==> src/rtl/csd_coef_decoder.sv <==
// rtl/csd_coef_decoder.sv - serial CSD-to-two's-complement coefficient decoder
module csd_coef_decoder #(
  parameter int COEF_WIDTH = 16,
  parameter int TAPS       = 32,
  parameter int ADDR_WIDTH = 5,
  parameter int NZ_WIDTH   = 5
) (
  input  logic                    clk,
  input  logic                    rst_n,
  input  logic [2*COEF_WIDTH-1:0] csd_in,
  input  logic [ADDR_WIDTH-1:0]   in_addr,
  input  logic                    in_valid,
  output logic                    in_ready,
  output logic [COEF_WIDTH-1:0]   coef_out,
  output logic [ADDR_WIDTH-1:0]   coef_addr,
  output logic [NZ_WIDTH-1:0]     nz_count,
  output logic                    coef_err,
  output logic                    coef_valid
);

  localparam int KW = $clog2(COEF_WIDTH);
  localparam logic [0:0] IDLE   = 1'b0;
  localparam logic [0:0] DECODE = 1'b1;

  localparam logic signed [COEF_WIDTH+1:0] SAT_HI = $signed({3'b000, {(COEF_WIDTH-1){1'b1}}});
  localparam logic signed [COEF_WIDTH+1:0] SAT_LO = $signed({3'b111, {(COEF_WIDTH-1){1'b0}}});

  if (TAPS < 1 || TAPS > (1 << ADDR_WIDTH)) begin : g_taps_check
    $error("TAPS does not fit in ADDR_WIDTH");
  end

  logic [0:0]                    state;
  logic [2*COEF_WIDTH-1:0]       csd_q;
  logic [ADDR_WIDTH-1:0]         addr_q;
  logic [KW-1:0]                 k;
  logic signed [COEF_WIDTH+1:0]  acc;
  logic [NZ_WIDTH-1:0]           nz;
  logic                          err;
  logic                          prev_nz;

  logic [1:0]                    code;
  logic                          nonzero;
  logic                          illegal;
  logic signed [COEF_WIDTH+1:0]  acc_next;
  logic [NZ_WIDTH-1:0]           nz_next;
  logic                          err_next;
  logic                          sat_hi;
  logic                          sat_lo;
  logic [COEF_WIDTH-1:0]         coef_final;

  assign in_ready = (state == IDLE);

  // Horner evaluation, MSB digit first; prev_nz tracks digit k+1 for the adjacency rule.
  always_comb begin
    code     = csd_q[{k, 1'b0} +: 2];
    nonzero  = (code == 2'b01) || (code == 2'b11);
    illegal  = (code == 2'b10);
    acc_next = acc <<< 1;
    if (code == 2'b01) begin
      acc_next = acc_next + (COEF_WIDTH+2)'(1);
    end else if (code == 2'b11) begin
      acc_next = acc_next - (COEF_WIDTH+2)'(1);
    end
    nz_next  = nz + NZ_WIDTH'(nonzero);
    err_next = err | illegal | (nonzero & prev_nz);
    sat_hi   = acc_next > SAT_HI;
    sat_lo   = acc_next < SAT_LO;
    if (sat_hi) begin
      coef_final = {1'b0, {(COEF_WIDTH-1){1'b1}}};
    end else if (sat_lo) begin
      coef_final = {1'b1, {(COEF_WIDTH-1){1'b0}}};
    end else begin
      coef_final = acc_next[COEF_WIDTH-1:0];
    end
  end

  always_ff @(posedge clk or negedge rst_n) begin
    if (!rst_n) begin
      state      <= IDLE;
      csd_q      <= '0;
      addr_q     <= '0;
      k          <= '0;
      acc        <= '0;
      nz         <= '0;
      err        <= 1'b0;
      prev_nz    <= 1'b0;
      coef_out   <= '0;
      coef_addr  <= '0;
      nz_count   <= '0;
      coef_err   <= 1'b0;
      coef_valid <= 1'b0;
    end else begin
      coef_valid <= 1'b0;
      case (state)
        IDLE: begin
          if (in_valid) begin
            csd_q   <= csd_in;
            addr_q  <= in_addr;
            acc     <= '0;
            nz      <= '0;
            err     <= 1'b0;
            prev_nz <= 1'b0;
            k       <= KW'(COEF_WIDTH-1);
            state   <= DECODE;
          end
        end
        default: begin
          acc     <= acc_next;
          nz      <= nz_next;
          err     <= err_next;
          prev_nz <= nonzero;
          k       <= k - 1'b1;
          if (k == '0) begin
            coef_out   <= coef_final;
            coef_addr  <= addr_q;
            nz_count   <= nz_next;
            coef_err   <= err_next | sat_hi | sat_lo;
            coef_valid <= 1'b1;
            state      <= IDLE;
          end
        end
      endcase
    end
  end

endmodule
==> config.mk <==
export PLATFORM = sky130hd
export DESIGN_NAME = csd_coef_decoder
export DESIGN_NICKNAME = d
export VERILOG_FILES = /design/src/rtl/csd_coef_decoder.sv
export SDC_FILE = /design/constraint.sdc
export NUM_CORES = 1
export LEC_CHECK = 0
export ABC_AREA = 0
export CORE_UTILIZATION = 40
export CTS_CLUSTER_DIAMETER = 40
export DETAILED_ROUTE_END_ITERATION = 8
export SLEW_MARGIN = 0
export SYNTH_ARGS = -nofsm -noshare
export SYNTH_HDL_FRONTEND = slang
export SYNTH_SLANG_ARGS = --single-unit
==> constraint.sdc <==
create_clock -name clk -period 3 [get_ports clk]
set_input_delay 0.45 -clock clk [delete_from_list [all_inputs] [get_ports clk]]
set_output_delay 0.45 -clock clk [all_outputs]
set_load 0.005 [all_outputs]
# Word-level counts from Yosys, hierarchy flattened
# Index checks and enable logic that the tools add are counted.
# word_totals
ff_bits	94
input_bits	40
wordCells	52
out_inout_bits	29
# classes
reduce_logical	5
add_sub_neg	4
n_eq_ne	3
magnitude_cmp	2
n_mux	18
n_bitwise	6
shift	1
# ops
operator	n
$mux 18	2
$mux 17	2
$mux 16	2
$shiftx 32x6->2	1
$add 18x2->18 const B	1
$gt 18x16->1 const B	1
$lt 18x16->1 const B	1
$sub 18x2->18 const B	1
$mux 5	2
$mux 1	8
$mux 4	2
$add 5x1->5	1
$eq 2x2->1 const B	2
$logic_not 4->1	1
$or 1x1->1	4
$reduce_and 2->1	2
$sub 4x1->4 const B	1
$eq 2x1->1 const B	1
$reduce_bool 2->1	1
$and 1x1->1	1
$logic_or 1x1->1	1
$not 1->1	1

# Logic depth before layout (Yosys ltp)
# depth
ltp_word	7
mapped_depth	13
mapped_depth_nobuf	10

# Worst setup path before layout
# OpenSTA, ideal clock, no wires.
# synth_timing
kind	reg-to-reg
from	register k[1]
to	register nz_count[4]
path_slack_ns	0.527
period_less_slack_ns	2.473
n_path_buf	3
arrival_ns	2.338
path_stages_with_launch	13
path_cell_list	dfrtp_1 -> buf_6 -> mux4_2 -> nand3_1 -> and4_1 -> buf_2 -> inv_2 -> buf_2 -> ha_1 -> ha_1 -> nand3_1 -> xor2_1 -> o21ai_0
# synth_via
elab_chain_len	4
word_cells_on_any_way	7
cone_classes	add/sub: 1; eq/ne: 2; shift: 1; reduce/logical: 3
# synth_rtl
element	line	source
start: declaration	35	logic [KW-1:0] k;
start signal: assignment	103	k <= KW'(COEF_WIDTH-1);
start signal: assignment	112	k <= k - 1'b1;
$shiftx 32x6->2	55	code = csd_q[{k, 1'b0} +: 2];
$eq 2x1->1 or $eq 2x2->1 (tied branches)	56	nonzero = (code == 2'b01) || (code == 2'b11);
$logic_or 1x1->1	56	
$add 5x1->5	64	nz_next = nz + NZ_WIDTH'(nonzero);
end signal: assignment	116	nz_count <= nz_next;
end: declaration	16	output logic [NZ_WIDTH-1:0] nz_count,
# Several ways; a longest one is shown, not always the timed one.
# A chain may end at the register's enable or synchronous reset.

# Final worst setup path
# layout_timing
from	register acc[10]
to	register coef_out[3]
# layout_via
elab_chain_len	6
word_cells_on_any_way	8
cone_classes	add/sub: 2; order compare: 2; mux: 4
# layout_rtl
element	line	source
start: declaration	36	logic signed [COEF_WIDTH+1:0] acc;
start signal: assignment	108	acc <= acc_next;
$sub 18x2->18	62	acc_next = acc_next - (COEF_WIDTH+2)'(1);
$mux 18	61	end else if (code == 2'b11) begin
$mux 18 *	59	if (code == 2'b01) begin
$lt 18x16->1	67	sat_lo = acc_next < SAT_LO;
$mux 16	70	end else if (sat_lo) begin
$mux 16 *	68	if (sat_hi) begin
end signal: assignment	114	coef_out <= coef_final;
end: declaration	14	output logic [COEF_WIDTH-1:0] coef_out,
# Mark *: on every way between the ends. The rest lies on a longest branch, timed or not.

==> summary by stage <==
Job
Across the run, the number of max-cap violations was 0.

Floorplan
The cell row count is 39. The I/O pin count is 69. The die covers ~12000 µm². From left edge to right edge, the die measures 110 µm. The chip height is around 110 µm. The region available for standard cell placement spans between 10000 and 15000 µm². The initial core utilization is between 40% and 50%.

Worst setup path
STA puts the critical path data required time at ~3.2 ns. The maximum fanout encountered on the critical timing path is 6. The endpoint arrival time on the critical path is 3.04 ns. The sort of element at the end of the critical path is a flip-flop.

The worst setup path is launched from a flip-flop. The peak per-stage delay on the critical path is between 0.5 and 0.6 ns. The slowest stage of the critical path is the sky130_fd_sc_hd__or4_4 cell.

The start-to-end type of the worst setup path is reg -> reg. The signal on the critical path passes through or4_4, nand2b_4, or3_1, o31ai_1, nand4_2, a21oi_1, o21ai_0.

Timing
In the finished design, the share of the clock period the worst path needs comes to between 90% and 100%. At the pin with the least slew margin, the transition time is a little under 0.8 ns. The worst setup skew after layout is roughly 0.0087 ns. Setup repair after global routing left no endpoint under its margin. Static timing analysis puts the maximum clock frequency at 354 MHz. The count of pins over their slew limit is 0. The worst pin sits at a relative slew slack of between 40% and 50%.

Setup violations remaining at the end of the flow were counted as 0. After layout, the worst setup slack is roughly 0.18 ns. The sum of negative setup slack is 0 ns.

The clock period minus final worst setup slack is approximately 2.8 ns. The final hold violation count is 0. The hold slack is 0.0990 ns.

Synth
The count of mapped cells out of synthesis is 448. The synthesized area per cell is 10.5 µm². The Yosys step of the flow raised 0 warnings. The number of nets handed over by synthesis was 493. The xor/xnor cell area share of the yosys netlist is between 4 and 5%. Counting flops with an async set or reset pin after synthesis yields a share of 100%. Summing the areas of all and, or, nand and nor instances in the mapped netlist gives between 10% and 20% of the synthesized area. In this run, synthesis inferred 0 flip-flops with an integrated enable.

The share of synthesized cell area in full adder, half adder and majority cells is around 1.3%. The post-synthesis mux area share is roughly an eighth. The mapped netlist covers 4690 µm².

Counting distinct cell types in the post-synthesis netlist gives 55. By area, the combinational part of the netlist is dominated by simple AND/OR/NAND/NOR gates. The most common flop cell mapped by yosys is sky130_fd_sc_hd__dfrtp_1.

The synthesis-stage register bit count is slightly above 90. Sequential cells were found to cover about 50% of the synthesized design area. The share of the synthesized area in compound gates (AO/OA/AOI/OAI) is about 11%.

Layout
The library cells used most frequently in the layout, excluding fill and tap cells, are sky130_fd_sc_hd__dfrtp_1 (92), sky130_fd_sc_hd__nand2_1 (74), sky130_fd_sc_hd__clkdlybuf4s50_1 (67). The fraction of layout cells with a size suffix above 1 is 17.4%. The area growth from synthesis to layout is 23.6%. The library cell used most frequently in the layout, excluding fill and tap cells, is sky130_fd_sc_hd__dfrtp_1.

The total number of nets in the final design is about 550. The repair_antennas step left the layout with diodes totalling 0. The filler cells instantiated in the layout total between 1000 and 1500.

Clock tree
After clock tree synthesis, the clock-pin slew on the worst setup and hold paths is about 0.07 ns. The later pin in the worst-skew pair is clocked with a latency of ~0.34 ns. The TritonCTS buffer count is 9. The number of levels in the clock H-tree is 3. The clock root buffer master is sky130_fd_sc_hd__clkbuf_16.

The count of clock tree sinks is between 90 and 100. The clock tree from TritonCTS is built. The maximum buffer depth of the clock tree is 2.

Power and ir drop
The worst-case IR drop observed on VDD is about 0.42 mV. In this run the static leakage power is 2.38 nW. Dividing total power by cell area gives a power density of between 1000 and 1500 nW/µm².

The total power consumption of the routed design is roughly 6.3 mW.

Place
At the placement stage, the worst setup path has a slack of between 0.15 and 0.2 ns. The global placement routability congestion is around 0.83. The count of port buffers added during placement is between 60 and 70. The detailed placer's ending HPWL is ~7600 µm.

Drt
In the routed layout, each cell is associated on average with a via count of 5.41. Wires add up to approximately 11000 µm. Once detail routing completed, the nets flagged for antenna violations numbered 0. The detailed router placed 3546 vias in this run.

After detailed routing, the number of remaining DRC violations is 0. In the final routed layout, each cell accounts on average for between 15 and 20 µm. For this block, the initial DRC count from the detailed router was 137. The number of detailed-route iterations in the first pass is 4.

Global route
Global routing consumed, over all layers together, 19.6% of the routing resources. Global routing finished with a remaining overflow of 0. Entering global routing, the biggest net connects 54 pins. The global-route wire length before repair is between 15000 and 20000 µm.

The number of antenna violations at the first check in global routing came to 0. The number of global-route vias before repair is roughly 3600.

Run status
The flow ran to the end, and the final reports show no timing, DRC or antenna violations.

Hold path
The path class of the tightest hold or removal check is in -> async.
==> report_power, final <==
| part | internal (mW) | total [mW] | switching, mW |
|---|---|---|---|
| Sequential | 1.84 | 2.36 | 0.521 |
| Clock | 0.560 | 1.03 | 0.472 |
| Combinational | 1.46 | 2.88 | 1.42 |
| Total | 3.86 | 6.27 | 2.42 |
==> per-layer routing <==
metal	up-vias	track usage [%]	share of wire [%]
met5	-	0	0
met4	0	6.20	1.8
met3	17	4.17	5.4
met2	105	31.8	47
met1	1720	26.3	45
li1	1704	-	-
==> metrics by stage <==
| step | std cells | utilization [%] | cell area [µm²] |
|---|---|---|---|
| after detailed placement | 638 | 48.2 | 5500 |
| after CTS | 654 | 50.5 | 5770 |
| final | 655 | 50.7 | 5790 |
| after global placement | 638 | 48.2 | 5500 |
| after floorplan | 448 | - | 4690 |
| after global routing | 655 | 50.7 | 5790 |
==> path summary, 6_finish.rpt <==
check,startpoint,to,slack [ns],cells past startpoint
setup / recovery,acc[10],coef_out[3],0.18,7
hold / removal,rst_n,nz_count[3],0.1,1
setup reg to reg,acc[10],coef_out[3],0.18,7
hold reg to reg,addr_q[1],coef_addr[1],0.47,2
max in group asynchronous,rst_n,k[0],2.21,2
min in group clk,addr_q[1],coef_addr[1],0.47,2
==> Yosys cell counts (all sizes together), types with 2 or more instances <==
| cell type | instances | area, µm² |
|---|---|---|
| a21o | 4 | 30.0 |
| a21oi | 14 | 70.1 |
| a31oi | 9 | 56.3 |
| and2 | 2 | 15.0 |
| and4 | 2 | 17.5 |
| buf | 12 | 68.8 |
| clkbuf | 19 | 71.3 |
| dfrtp | 93 | 2330 |
| ha | 5 | 62.6 |
| inv | 8 | 30.0 |
| mux2 | 37 | 417 |
| mux2i | 2 | 20.0 |
| mux4 | 8 | 180 |
| nand2 | 75 | 284 |
| nand2b | 2 | 20.0 |
| nand3 | 10 | 50.1 |
| nand3b | 8 | 60.1 |
| nand4 | 9 | 68.8 |
| nand4b | 2 | 17.5 |
| nor2 | 22 | 82.6 |
| nor2b | 3 | 18.8 |
| nor3 | 11 | 55.1 |
| nor4 | 5 | 31.3 |
| o211ai | 2 | 15.0 |
| o21ai | 34 | 174 |
| o22ai | 6 | 37.5 |
| o31ai | 6 | 45.0 |
| or2 | 2 | 12.5 |
| or3 | 2 | 12.5 |
| or4 | 3 | 33.8 |
| xnor2 | 13 | 114 |
| xor2 | 7 | 80.1 |
==> sequential cells by signal (all words and copies together) (netlist names), 4 cells and up <==
name,cells
addr_q,5
coef_out,16
nz_count,5
csd_q,32
nz,5
acc,16
coef_addr,5
k,4
==> area by class of cell <==
class                      count  area [µm²]  area share [%]
sequential                    93        2330            40.2
clock inverter                 6        38.8           0.669
multi-input combinational    315        2200            38.0
clock buffer                  10         229            3.95
tap                          143         179            3.09
inverter                       9        33.8           0.583
timing repair buffer          79         786            13.6
==> worst max-delay path: cells and delay by family (launching register included) <==
family             cells  cell delay, ns
AOI/OAI and AO/OA      3            0.82
DFF                    1            0.44
and+or+nand+nor        4            1.44
==> cells by family (layout without fill, tap and decap cells) <==
family                     count (synthesis)  after routing
AOI/OAI and AO/OA                         82             82
xor gates and xnor gates                  20             20
adders and majority gates                  5              5
buffers and inverters                     40            104
DFF                                       93             93
muxes                                     47             47
and+or+nand+nor                          161            161
==> timing repair <==
| item | 4_1_cts | 5_1_grt |
|---|---|---|
| gates resized for setup | 0 | 2 |
| hold buffers | 0 | 0 |
| buffers inserted | 0 | 1 |
| setup endpoints to repair | 0 | 15 |
No activity file was read; power rests on OpenSTA's default activity.
==> edit 1 (same settings) <==
Change the parameter `NZ_WIDTH` from 5 to 6.
--- a/src/rtl/csd_coef_decoder.sv
+++ b/src/rtl/csd_coef_decoder.sv
@@ -5,3 +5,3 @@
   parameter int ADDR_WIDTH = 5,
-  parameter int NZ_WIDTH   = 5
+  parameter int NZ_WIDTH   = 6
 ) (
Ports: changed (resized nz_count); port bits go from 69 to 70. No check against the original RTL was run, so the function may have changed too.
==> edit 1 against the original RTL <==
The run now ends with design-rule violations left; total power up 3.7%; critical path type unchanged; setup slack worse by 19 ps; fmax decreased by 0.65%; die area increased by 2.2%; design area up 2.7%; wire length up 1.8%; sequential cell count is 2 higher; critical endpoint is now coef_out[7]; area after synthesis rose by 2.2%; highest routed layer unchanged.
==> edit 1: results (changes against the original RTL) <==
run status complete, but fails checks; failing checks design-rule violations; vias after detailed routing 3618 (+2.0%); Reg2Reg Capture Point coef_out[7]; met2 WL post-DR 5210 um (+0.97%); syn_nets 504 (+2.2%); DRC 5 (+5); crit path DAT 3060 ps (+20 ps); Cell variety after synth 54 (-1.8%); Leak 2.51 nW (+5.4%); setup slack, reg-to-reg 160 ps (-20 ps); DR pass1 iterations 9 (+5); Synth area leaders dfrtp_1, mux2_2, nand2_1; Layout Nets 569 (+3.1%); Max transition margin 0.643 (+0.160); Placer Congestion 0.814 (-1.3%); GR Util met3 0.0278 (-0.0140); syn_area_per_cell 10.4 um^2 (-0.21%); register area share after synthesis 0.496 (about the same); met1 WL 5200 um (+5.0%); worst hold slack 84.4 ps (-14.6 ps); hpwl dp 7750 um (+1.7%); Max VDD drop 393 uV (-7.3%); internal power 0.00408 W (+5.7%); cell count after placement 656 (+2.8%)
## edit 1: area by class of cell
class | instances | share of cell area
well taps | 143 | 0.0301
clock inverters | 3 | 0.00736
clock buffers | 12 | 0.0414
multi-input cells | 323 | 0.378
flip-flops and latches | 95 | 0.400
repair buffers | 84 | 0.137
inverters | 11 | 0.00694
## edit 1: kinds of logic after synthesis
family          after synthesis  share of synthesized area
compound gates               89                      0.122
xor+xnor                     22                     0.0441
fa+ha+maj                     5                     0.0131
buf+inv                      41                     0.0381
flops                        95                      0.496
mux                          48                      0.134
simple gates                159                      0.153
## edit 1: critical path, delay by kind of cell, from the launching register on
| family | cells | cell delay (ps) |
|---|---|---|
| and+or+nand+nor | 2 | 220 |
| muxes | 2 | 1070 |
| DFF | 1 | 430 |
| buffers and inverters | 1 | 170 |
| AOI/OAI and AO/OA | 2 | 520 |
| xor gates and xnor gates | 1 | 290 |
==> edit 2 (config.mk and constraints unchanged) <==
Made on the original files. Register the output `nz_count` once more, without a reset; this adds one clock of latency there. The other outputs are not delayed to match.
--- a/src/rtl/csd_coef_decoder.sv
+++ b/src/rtl/csd_coef_decoder.sv
@@ -26,2 +26,4 @@
   localparam logic signed [COEF_WIDTH+1:0] SAT_LO = $signed({3'b111, {(COEF_WIDTH-1){1'b0}}});
+
+  logic [NZ_WIDTH-1:0] nz_count_s0;
 
@@ -88,3 +90,3 @@
       coef_addr  <= '0;
-      nz_count   <= '0;
+      nz_count_s0 <= '0;
       coef_err   <= 1'b0;
@@ -115,3 +117,3 @@
             coef_addr  <= addr_q;
-            nz_count   <= nz_next;
+            nz_count_s0 <= nz_next;
             coef_err   <= err_next | sat_hi | sat_lo;
@@ -125,2 +127,6 @@
 
+  always_ff @(posedge clk) begin
+    nz_count <= nz_count_s0;
+  end
+
 endmodule
Check against the original RTL: same outputs for any inputs over 10 cycles, from zero or initial values and one cycle with rst_n low; that may be too few to reach the edited logic, so the function may still have changed.
==> edit 2 against the original RTL <==
The flow now finishes with violations (design-rule violations); first-iteration DRC count up 51%; area after synthesis grew 2.1%; clock power rose by 16%; sequential cell count up 5; wire length decreased by 5.2%; hold slack improved by 7.2 ps; design area grew 1.7%; setup slack gained 110 ps; total power rose by 1.4%; largest cell class unchanged.
==> edit 2: results (changes against the original RTL) <==
routing usage on met2 0.277 (-0.0414); GR Util met3 0.0392 (-0.00255); total routed wirelength 10300 um (-5.2%); crit path DAT 2980 ps (-60 ps); cell count after placement 636 (-0.31%); Clk pwr share 0.187 (+0.023); Layout Nets 549 (-0.54%); Crit path largest cell delay 650 ps (+70 ps); setup slack, reg-to-reg 280 ps (+110 ps); Critical Path Start k[0]; Max VDD drop 461 uV (+8.9%); cell count after synthesis 445 (-0.67%); failing checks design-rule violations; mux cell area share after synthesis 0.130 (-0.00171); Reg-to-Reg Start k[0]; number of global-route vias before repair 3395 (-5.1%); register area share after synthesis 0.507 (+0.0105); worst hold slack 106 ps (+7.21 ps); DR pass1 iterations 6 (+2); run status complete, but fails checks; largest net degree at the start of global routing 47 (-13%); final clock skew 7.66 ps (-1.06 ps); Synth area leaders dfrtp_1, mux2_2, nand2_1; metal3 WL 483 um (-17%); layout cells sized above 1 0.171 (-0.00290); DRC 9 (+9); global-route usage over all layers 0.180 (-0.0160); Worst Tran Pin Value 610 ps (-165 ps); Cell variety after synth 60 (+9.1%); Placer Congestion 0.844 (+2.3%); vias per cell 5.31 (-1.9%); synth cell count leaders dfrtp_1, nand2_1, mux2_2; CP Capture Point coef_out[2]; DR iter-0 viols 207 (+51%); Slowest cell on crit path mux4_1; met1 WL 4820 um (-2.5%); met1 Resource Use GR 0.248 (-0.0157); Logic power comb 0.00270 W (-6%); P_sw 0.00239 W (-1.0%); first-pass GRT wire length 17500 um (-3.3%); fill count 1075 (+2.1%); Post-Synth Adder-Cell Area 0.0131 (-0.000279); Compound-Gate Fraction of Synth Area 0.0996 (-0.00880); wire per inst 15.8 um (-4.8%); Leak 2.43 nW (+1.9%); CP Max Fanout 19 (+13)
==> edit 2: changes by cell type in the layout (fill, tap and decap cells not counted), sizes merged, moves of 3 or more <==
cell    delta
o21ai     -10
o221ai     +3
nor3      +10
dfxtp      +5
a21o       -3
nand2      -3
a311oi     +5
a211oi     +7
nand3b     -5
inv        +5
nor2       +5
a31oi      -7
a21oi      -3
==> edit 2: stage by stage <==
step	setup WS [ps]	instance area (um^2)	power (W)	utilization
CTS	190	5890	0.00643	0.512
global route	31.8	5890	0.00685	0.512
detailed placement	220	5580	0.00522	0.485
floorplan	510	4790	0.00433	-
finish	283	5890	0.00636	0.512
global placement	286	5580	0.00514	0.485
==> edit 2: final cells by class <==
class | count | area [um^2] | share of cell area
inverters | 11 | 41.3 | 0.00701
flip-flops and latches | 98 | 2430 | 0.412
clock buffers | 9 | 225 | 0.0382
clock inverters | 7 | 86.3 | 0.0146
repair buffers | 78 | 766 | 0.130
multi-input cells | 306 | 2170 | 0.368
well taps | 143 | 179 | 0.0304
